`config.mk`:
```
export PLATFORM = sky130hd
export DESIGN_NAME = sram_port_master
export DESIGN_NICKNAME = d
export VERILOG_FILES = /design/src/rtl/sram_port_master_pkg.sv /design/src/rtl/rsp_fifo2.sv /design/src/rtl/sram_port_master.sv
export SDC_FILE = /design/constraint.sdc
export NUM_CORES = 1
export LEC_CHECK = 0
export CORE_MARGIN = 2
export CORE_UTILIZATION = 64
export DETAILED_ROUTE_END_ITERATION = 10
export DONT_BUFFER_PORTS = 1
export HOLD_SLACK_MARGIN = 0.08
export PLACE_DENSITY_LB_ADDON = 0.3
export REMOVE_ABC_BUFFERS = 1
export SLEW_MARGIN = 20
export SYNTH_ARGS = -nofsm -noshare
export SYNTH_HDL_FRONTEND = slang
export SYNTH_HIERARCHICAL = 1
export SYNTH_SLANG_ARGS = --single-unit
```
`constraint.sdc`:
```
create_clock -name clk -period 7.6 [get_ports clk]
set_input_delay 1.52 -clock clk [delete_from_list [all_inputs] [get_ports clk]]
set_output_delay 1.52 -clock clk [all_outputs]
set_load 0.05 [all_outputs]
```
`src/rtl/sram_port_master_pkg.sv`:
```
// Shared encodings for the DDRFSM family of sequencing controllers.
// Holds the SRAM port master state codes and a small occupancy helper.
package sram_port_master_pkg;

    localparam logic [0:0] ST_INIT = 1'b0;
    localparam logic [0:0] ST_RUN  = 1'b1;

    typedef enum logic [1:0] {
        DDR_IDLE = 2'd0,
        DDR_ACT  = 2'd1,
        DDR_RW   = 2'd2,
        DDR_PRE  = 2'd3
    } ddr_cmd_t;

    typedef enum logic {
        REQ_READ  = 1'b0,
        REQ_WRITE = 1'b1
    } req_kind_t;

    // Room for one more read once this cycle's pop (if any) is taken into account.
    function automatic logic has_room(input logic [2:0] occ, input logic pop);
        return (occ - {2'b00, pop}) < 3'd2;
    endfunction

endpackage

```
`src/rtl/rsp_fifo2.sv`:
```
// Two-entry response FIFO; simultaneous push and pop keeps the count and order.
module rsp_fifo2 #(
    parameter int WIDTH = 8
) (
    input  logic             clk,
    input  logic             rst_n,
    input  logic             push,
    input  logic [WIDTH-1:0] push_data,
    input  logic             pop,
    output logic             valid,
    output logic [WIDTH-1:0] head,
    output logic [1:0]       count
);

    logic [WIDTH-1:0] mem [2];
    logic             wr_ptr;
    logic             rd_ptr;
    logic             pop_ok;

    assign valid  = (count != 2'd0);
    assign head   = mem[rd_ptr];
    assign pop_ok = pop && valid;

    always_ff @(posedge clk) begin
        if (push) begin
            mem[wr_ptr] <= push_data;
        end
    end

    always_ff @(posedge clk or negedge rst_n) begin
        if (!rst_n) begin
            wr_ptr <= 1'b0;
            rd_ptr <= 1'b0;
            count  <= 2'd0;
        end else begin
            if (push) begin
                wr_ptr <= ~wr_ptr;
            end
            if (pop_ok) begin
                rd_ptr <= ~rd_ptr;
            end
            case ({push, pop_ok})
                2'b10:   count <= count + 2'd1;
                2'b01:   count <= count - 2'd1;
                default: count <= count;
            endcase
        end
    end

endmodule

```
`src/rtl/sram_port_master.sv`:
```
// Request/response front end for a single-port SRAM with registered read data,
// including an optional zero-fill sweep after reset.
//   state | meaning
//   INIT  | writing zeros to every address, requests blocked
//   RUN   | forwarding requests, reads returned through rsp_fifo2
module sram_port_master
    import sram_port_master_pkg::*;
#(
    parameter int WIDTH   = 8,
    parameter int DEPTH   = 2048,
    parameter int INIT_EN = 1,
    localparam int AW     = $clog2(DEPTH)
) (
    input  logic             clk,
    input  logic             rst_n,
    input  logic             req_valid,
    output logic             req_ready,
    input  logic             req_wr,
    input  logic [AW-1:0]    req_addr,
    input  logic [WIDTH-1:0] req_wdata,
    output logic             rsp_valid,
    input  logic             rsp_ready,
    output logic [WIDTH-1:0] rsp_rdata,
    output logic             init_done,
    output logic [AW-1:0]    sram_addr,
    output logic             sram_rd_o_wr,
    output logic [WIDTH-1:0] sram_i_data,
    input  logic [WIDTH-1:0] sram_o_data
);

    localparam logic [0:0]    ST_RESET = (INIT_EN != 0) ? ST_INIT : ST_RUN;
    localparam logic [AW-1:0] LAST     = AW'(DEPTH - 1);

    logic [0:0]    state_q;
    logic [AW-1:0] init_cnt;
    logic          inflight_q;
    logic [1:0]    fifo_count;
    logic [2:0]    occ;
    logic          pop;
    logic          accept;
    logic          in_init;

    // rst_n gating keeps the SRAM port quiet and requests blocked while reset is held.
    assign in_init   = (state_q == ST_INIT) && rst_n;
    assign init_done = (state_q == ST_RUN);
    assign occ       = {2'b00, inflight_q} + {1'b0, fifo_count};
    assign pop       = rsp_valid && rsp_ready;
    assign req_ready = (state_q == ST_RUN) && rst_n && has_room(occ, pop);
    assign accept    = req_valid && req_ready;

    always_ff @(posedge clk or negedge rst_n) begin
        if (!rst_n) begin
            state_q    <= ST_RESET;
            init_cnt   <= '0;
            inflight_q <= 1'b0;
        end else begin
            inflight_q <= accept && !req_wr;
            if (state_q == ST_INIT) begin
                if (init_cnt == LAST) begin
                    state_q <= ST_RUN;
                end else begin
                    init_cnt <= init_cnt + 1'b1;
                end
            end
        end
    end

    always_comb begin
        sram_addr    = '0;
        sram_rd_o_wr = 1'b0;
        sram_i_data  = '0;
        if (in_init) begin
            sram_addr    = init_cnt;
            sram_rd_o_wr = 1'b1;
        end else if (accept) begin
            sram_addr    = req_addr;
            sram_rd_o_wr = req_wr;
            sram_i_data  = req_wdata;
        end
    end

    rsp_fifo2 #(
        .WIDTH (WIDTH)
    ) u_rsp_fifo (
        .clk       (clk),
        .rst_n     (rst_n),
        .push      (inflight_q),
        .push_data (sram_o_data),
        .pop       (pop),
        .valid     (rsp_valid),
        .head      (rsp_rdata),
        .count     (fifo_count)
    );

endmodule

```
# After elaboration in Yosys (flattened, before gate mapping)

Memories as Yosys holds them, arrays and structs flattened.
Cells that the tools add are included.

Register bits after elaboration: 17
RAM bits: 16
Input bits: 32
Output and inout port bits: 31
Word-level logic and storage cells: 42
Memories kept: 1

$add $sub $neg: 5
Order comparisons: 1
Equal/unequal tests: 3
Mux-type cells: 11
Bitwise logic cells: 4
Reductions and logical operators: 11

Memories:

| memory         | depth | bits a word | read ports | clocked after memory_dff | wr ports | line            | text |
|---|---|---|---|---|---|---|---|
| u_rsp_fifo.mem | 2     | 8           | 1          | 0                        | 1        | rsp_fifo2.sv:15 | `logic [WIDTH-1:0] mem [2];` |

Operators by type and width:

| kind                                                                  | count |
|---|---|
| 11-bit 2-to-1 mux                                                     | 2 |
| 8-bit 2-to-1 mux                                                      | 2 |
| 11-bit by 1-bit adder with 11-bit output (second input constant)      | 1 |
| 11-bit == test (second input constant)                                | 1 |
| 1-bit logical AND                                                     | 7 |
| 1-bit 2-to-1 mux                                                      | 6 |
| 1-bit inverter                                                        | 4 |
| 2-bit one-hot mux with 2 select lines                                 | 1 |
| 2-bit nonzero test                                                    | 2 |
| 1-bit by 2-bit adder with 3-bit output                                | 1 |
| 3-bit by 2-bit < comparator with 1-bit output (second input constant) | 1 |
| 3-bit by 1-bit subtractor with 3-bit output                           | 1 |
| 2-bit by 1-bit adder with 2-bit output (second input constant)        | 1 |
| 2-bit by 1-bit == test with 1-bit output (second input constant)      | 1 |
| 2-bit == test (second input constant)                                 | 1 |
| 2-bit AND reduction                                                   | 1 |
| 2-bit by 1-bit subtractor with 2-bit output (second input constant)   | 1 |
| 1-bit logical NOT                                                     | 1 |

# Longest topological paths before layout

Depth after elaboration: 8
Depth in mapped cells: 10
Gate-level depth less buffers: 9

# Modules after synthesis

Netlist, hierarchy kept.

By module, submodules not included:

| module           | instances | cells each | area each (um^2) | sequential area each (um^2) |
|---|---|---|---|---|
| sram_port_master | 1         | 90         | 867.1            | 325.3 |
| rsp_fifo2        | 1         | 41         | 767.0            | 580.6 |

# Worst setup path before layout

OpenSTA, ideal clock, no wires.

Path kind: in2out
Start: input port rsp_ready
End: output port sram_addr[2]
Data arrival time: 4.032 ns
Slack: 2.048 ns
Stages on the path: 9
Buffers on the path: 1
Cell sequence: and2_1 > ha_1 > nand2b_1 > fa_1 > nand3_1 > nor2_2 > and2_1 > buf_4 > a22o_1

Word-level cells in the longest chain between the ends: 7

RTL lines:

| item                                          | line                       | text |
|---|---|---|
| from (decl)                                   | sram_port_master.sv:22     | `input logic rsp_ready,` |
| 1-bit logical AND                             | sram_port_master.sv:47     | `assign pop = rsp_valid && rsp_ready;` |
| 3-bit by 1-bit subtractor with 3-bit output   | sram_port_master_pkg.sv:22 | `return (occ - {2'b00, pop}) < 3'd2;` |
| 3-bit by 2-bit < comparator with 1-bit output | sram_port_master_pkg.sv:22 |  |
| 1-bit logical AND                             | sram_port_master.sv:48     | `assign req_ready = (state_q == ST_RUN) && rst_n && has_room(occ, pop);` |
| named net req_ready                           | sram_port_master.sv:17     | `output logic req_ready,` |
| 1-bit logical AND                             | sram_port_master.sv:49     | `assign accept = req_valid && req_ready;` |
| 11-bit 2-to-1 mux                             | sram_port_master.sv:75     | `end else if (accept) begin` |
| 11-bit 2-to-1 mux                             | sram_port_master.sv:72     | `if (in_init) begin` |
| to (decl)                                     | sram_port_master.sv:25     | `output logic [AW-1:0] sram_addr,` |

The timed path passes the listed nets, and every way through them passes these cells.

# Final worst setup path

Start: input port rsp_ready
End: output port sram_addr[4]

The elaborated chain is that of the path after synthesis.

==> metrics.log <==
[metrics] synth top area cells: sky130_fd_sc_hd__edfxtp_1 29%, sky130_fd_sc_hd__dfrtp_1 26%, sky130_fd_sc_hd__a22o_1 5.9%, sky130_fd_sc_hd__mux2_2 5.5%, sky130_fd_sc_hd__xor2_1 3.2%
[metrics] Clock power frac: 21.2%
[metrics] count of hold-fix buffers inserted at cts: 0
[metrics] post-route clock skew: 0.00809 ns
[metrics] number of nets at the end of the flow: ~170
[metrics] CP arrival: 4.33 ns
[metrics] TritonCTS Buffers: 5
[metrics] Max-slew headroom: 39.7%
[metrics] status: completed
[metrics] Leakage: about 0.71 nW
[metrics] largest net degree at the start of global routing: 20
[metrics] cell type with the highest occurrence count on the critical path: sky130_fd_sc_hd__and2_1
[metrics] Post-synth top flop: sky130_fd_sc_hd__dfrtp_1
[metrics] summed instance area of the synthesized netlist: 1630 sq um
[metrics] leftover overflow at the end of global routing: 0
[metrics] layout overhead on the synthesized area: 4.44%
[metrics] die extent in x: around 55 um
[metrics] sort of element at the start of the critical path: primary input
[metrics] most frequent standard cell in the layout excluding fill and tap cells: sky130_fd_sc_hd__dfrtp_1
[metrics] max-slew violations: 0
[metrics] total count of hold-check failures in the final report: 0
[metrics] total half-perimeter wirelength after legalization and detailed placement: 2.16 mm
[metrics] Max Fanout on Critical Path: 13
[metrics] number of rows in the core area: 18
[metrics] internal power contribution: about 280 uW
[metrics] mean routed wirelength per cell: 17.3 um
[metrics] proportion of register bits with asynchronous set or reset after synthesis: ~50%
[metrics] floorplan core area: 2450 sq um
[metrics] chain of cells forming the critical path: and2_1 -> ha_1 -> nand2b_1 -> fa_1 -> nand3_1 -> nor2_2 -> and2_1 -> a22o_1
[metrics] max capacitance violation total: 0
[metrics] part of the total power dissipated in combinational logic: 29.0%
[metrics] overall fraction of global-route tracks in use: a little over a fifth
[metrics] share of total power in sequential cells: 49.8%
[metrics] post-synthesis sequential element count: 33
[metrics] RSZ-0062 raised after global routing: no
[metrics] number of global-route vias before repair: 940
[metrics] startpoint of the worst-slack reg-to-reg timing path: u_rsp_fifo/count[1]
[metrics] sequential area share after synthesis: 55.4%
[metrics] floorplan die height: 54.5 um
[metrics] DRC violations left: 0
[metrics] # H-tree levels: 2
[metrics] number of flops mapped to enable cells by yosys: 16
[metrics] final estimated routing congestion in global placement: 0.734
[metrics] Fmax: between 150 and 200 MHz
[metrics] Power, Total: 428 uW
[metrics] Critical-path top delay cell: sky130_fd_sc_hd__nor2_2
[metrics] Die Outline Area: around 3000 sq um
[metrics] TritonCTS clock tree: done
[metrics] minimum clock period after layout: 5.85 ns
[metrics] Max VDD drop: 0.176 mV
[metrics] data required time of the worst path: 6.08 ns
[metrics] number of distinct library cells after synthesis: 38
[metrics] via/cell ratio: ~6
[metrics] Sw Pwr: 153 uW
[metrics] Post-CTS Setup Inserts: 0
[metrics] number of antenna cells inserted: 0
[metrics] Mapped Cells: 131
[metrics] DRC violation total after the first TritonRoute iteration: 20
[metrics] sink count of the clock tree: 33
[metrics] maximum cell stage delay along the critical path: 0.62 ns
[metrics] number of synthesis warnings: 6
[metrics] cell family with most CP delay: simple AND/OR/NAND/NOR gates
[metrics] wire length of the first global-routing pass: 4.29 mm
[metrics] CTS Root Cell: sky130_fd_sc_hd__clkbuf_4
[metrics] hold_sp: u_rsp_fifo/wr_ptr
[metrics] # resized after CTS: 0
[metrics] number of antenna violations at the first check in global routing: 0
[metrics] post-detailed-route count of antenna-violating nets: 0
[metrics] detailed-router iteration count before antenna repair: 4
[metrics] net switching share of the total power: 35.7%
[metrics] top library cells by usage in the layout, fill and taps aside: 17 x sky130_fd_sc_hd__dfrtp_1, 16 x sky130_fd_sc_hd__edfxtp_1, 11 x sky130_fd_sc_hd__a22o_1, 9 x sky130_fd_sc_hd__nor2_1
[metrics] Initial Utilization: 66.6%
[metrics] maximum count of clock buffers along a single path: 2
[metrics] Period Utilization, post-route: 76.9%
[metrics] Power Dens Cells: 251 nW/um^2
[metrics] Worst Path Class, Setup: in2out
[metrics] first element of the critical path: rsp_ready
[metrics] via count: 1,018
[metrics] num ports: 63
[metrics] Hold Crit Class: reg2reg
[metrics] post-synth top area share: between 20% and 30%
[metrics] clock-pin transition on the worst setup and hold timing paths: 0.09 ns
[metrics] transition time at the pin with the least slew margin: about 0.90 ns
[metrics] final routed wirelength across all metal layers: 2.88 mm
[metrics] sum of buffers and inverters on the critical path: 0
[metrics] mean instance size in the synthesized netlist: roughly 12 sq um
[metrics] largest area contributor in the synthesized netlist: sky130_fd_sc_hd__edfxtp_1
[metrics] Setup Total Neg Slack: 0 ns
[metrics] I/O Buffers: 0
[metrics] fraction of final layout cells sized beyond drive strength 1: 16.9%
[metrics] setup-violating endpoint count in the final report: 0
[metrics] crit end category: output port
[metrics] clock latency reported for the late side of the worst-skew pair: 0.33 ns
[worst paths after layout]
path | end | slack (ns) | cells after the start
setup / recovery | sram_addr[4] | 1.75 | 8
hold / removal | u_rsp_fifo/wr_ptr | 0.51 | 1
setup reg to reg | inflight_q | 4.26 | 9
hold reg to reg | u_rsp_fifo/wr_ptr | 0.51 | 1
max in group asynchronous | init_cnt[4] | 6.65 | 0
min in group asynchronous | init_cnt[9] | 0.87 | 0
[cells in the mapped netlist, types with 2 or more instances]
cell,number
sky130_fd_sc_hd__dfrtp_1,17
sky130_fd_sc_hd__edfxtp_1,16
sky130_fd_sc_hd__a22o_1,11
sky130_fd_sc_hd__nor2_1,9
sky130_fd_sc_hd__and3_1,8
sky130_fd_sc_hd__mux2_2,8
sky130_fd_sc_hd__xor2_1,6
sky130_fd_sc_hd__nand2_1,5
sky130_fd_sc_hd__a21oi_1,4
sky130_fd_sc_hd__and2_1,4
sky130_fd_sc_hd__inv_1,4
sky130_fd_sc_hd__ha_1,3
sky130_fd_sc_hd__nand3_1,3
sky130_fd_sc_hd__nor2b_1,3
sky130_fd_sc_hd__nor3_1,3
sky130_fd_sc_hd__a21o_1,2
sky130_fd_sc_hd__nand3_2,2
sky130_fd_sc_hd__o21ai_0,2
sky130_fd_sc_hd__xnor2_1,2
[per-layer routing]
layer / routed length (um) / GRT usage [%] / up-vias
met5: 0 / 0 / -
met4: 48 / 11.3 / 0
met3: 197 / 5.74 / 5
met2: 1550 / 34.9 / 31
met1: 1080 / 25.7 / 492
li1: - / - / 490
[registers in the layout, indices dropped and copies added (netlist names)]
signal and flops:
u_rsp_fifo/mem 16, u_rsp_fifo/wr_ptr 1, inflight_q 1, u_rsp_fifo/count 2
init_done 1, u_rsp_fifo/rd_ptr 1, init_cnt 11
[metrics by stage]
stage               setup slack [ns]  area, sq um  instances  utilization, %  hold WS (ns)
floorplan                       2.01         1620        128               -         0.456
global placement                1.78         1660        158            67.4         0.470
detailed placement              1.74         1660        158            67.4         0.499
CTS                             1.73         1710        166            69.5         0.512
global route                    1.56         1710        166            69.5         0.542
finish                          1.75         1710        166            69.5         0.509
[area by class of cell]
class / count / area, sq um
Clock buffer: 6 / 41.3
Clock inverter: 2 / 10.0
Fill cell: 192 / 748
Multi-Input combinational cell: 91 / 697
Inverter: 4 / 15.0
Tap cell: 30 / 37.5
Sequential cell: 33 / 906
[worst reg2reg max path, delay by kind of cell (launching register included)]
family                     cells  cell delay [ns]
and+or+nand+nor                7             2.11
DFF                            1             0.45
adders and majority gates      2             0.74
[logic make-up after synthesis]
logic type,after synthesis,synth area share (%)
AOI/OAI and AO/OA,21,9.65
xor gates and xnor gates,8,4.29
adders and majority gates,4,3.52
buffers and inverters,7,1.91
DFF,33,55.4
muxes,11,7.73
and+or+nand+nor,47,17.5
[power groups by stage]
stage	Clock (mW)	Sequential (mW)	Combinational [mW]
floorplan	0	0.214	0.117
global placement	0	0.217	0.122
detailed placement	0	0.218	0.124
CTS	0.0932	0.214	0.125
global route	0.0999	0.216	0.132
finish	0.0908	0.213	0.124
Power figures use the tool's default switching activity.
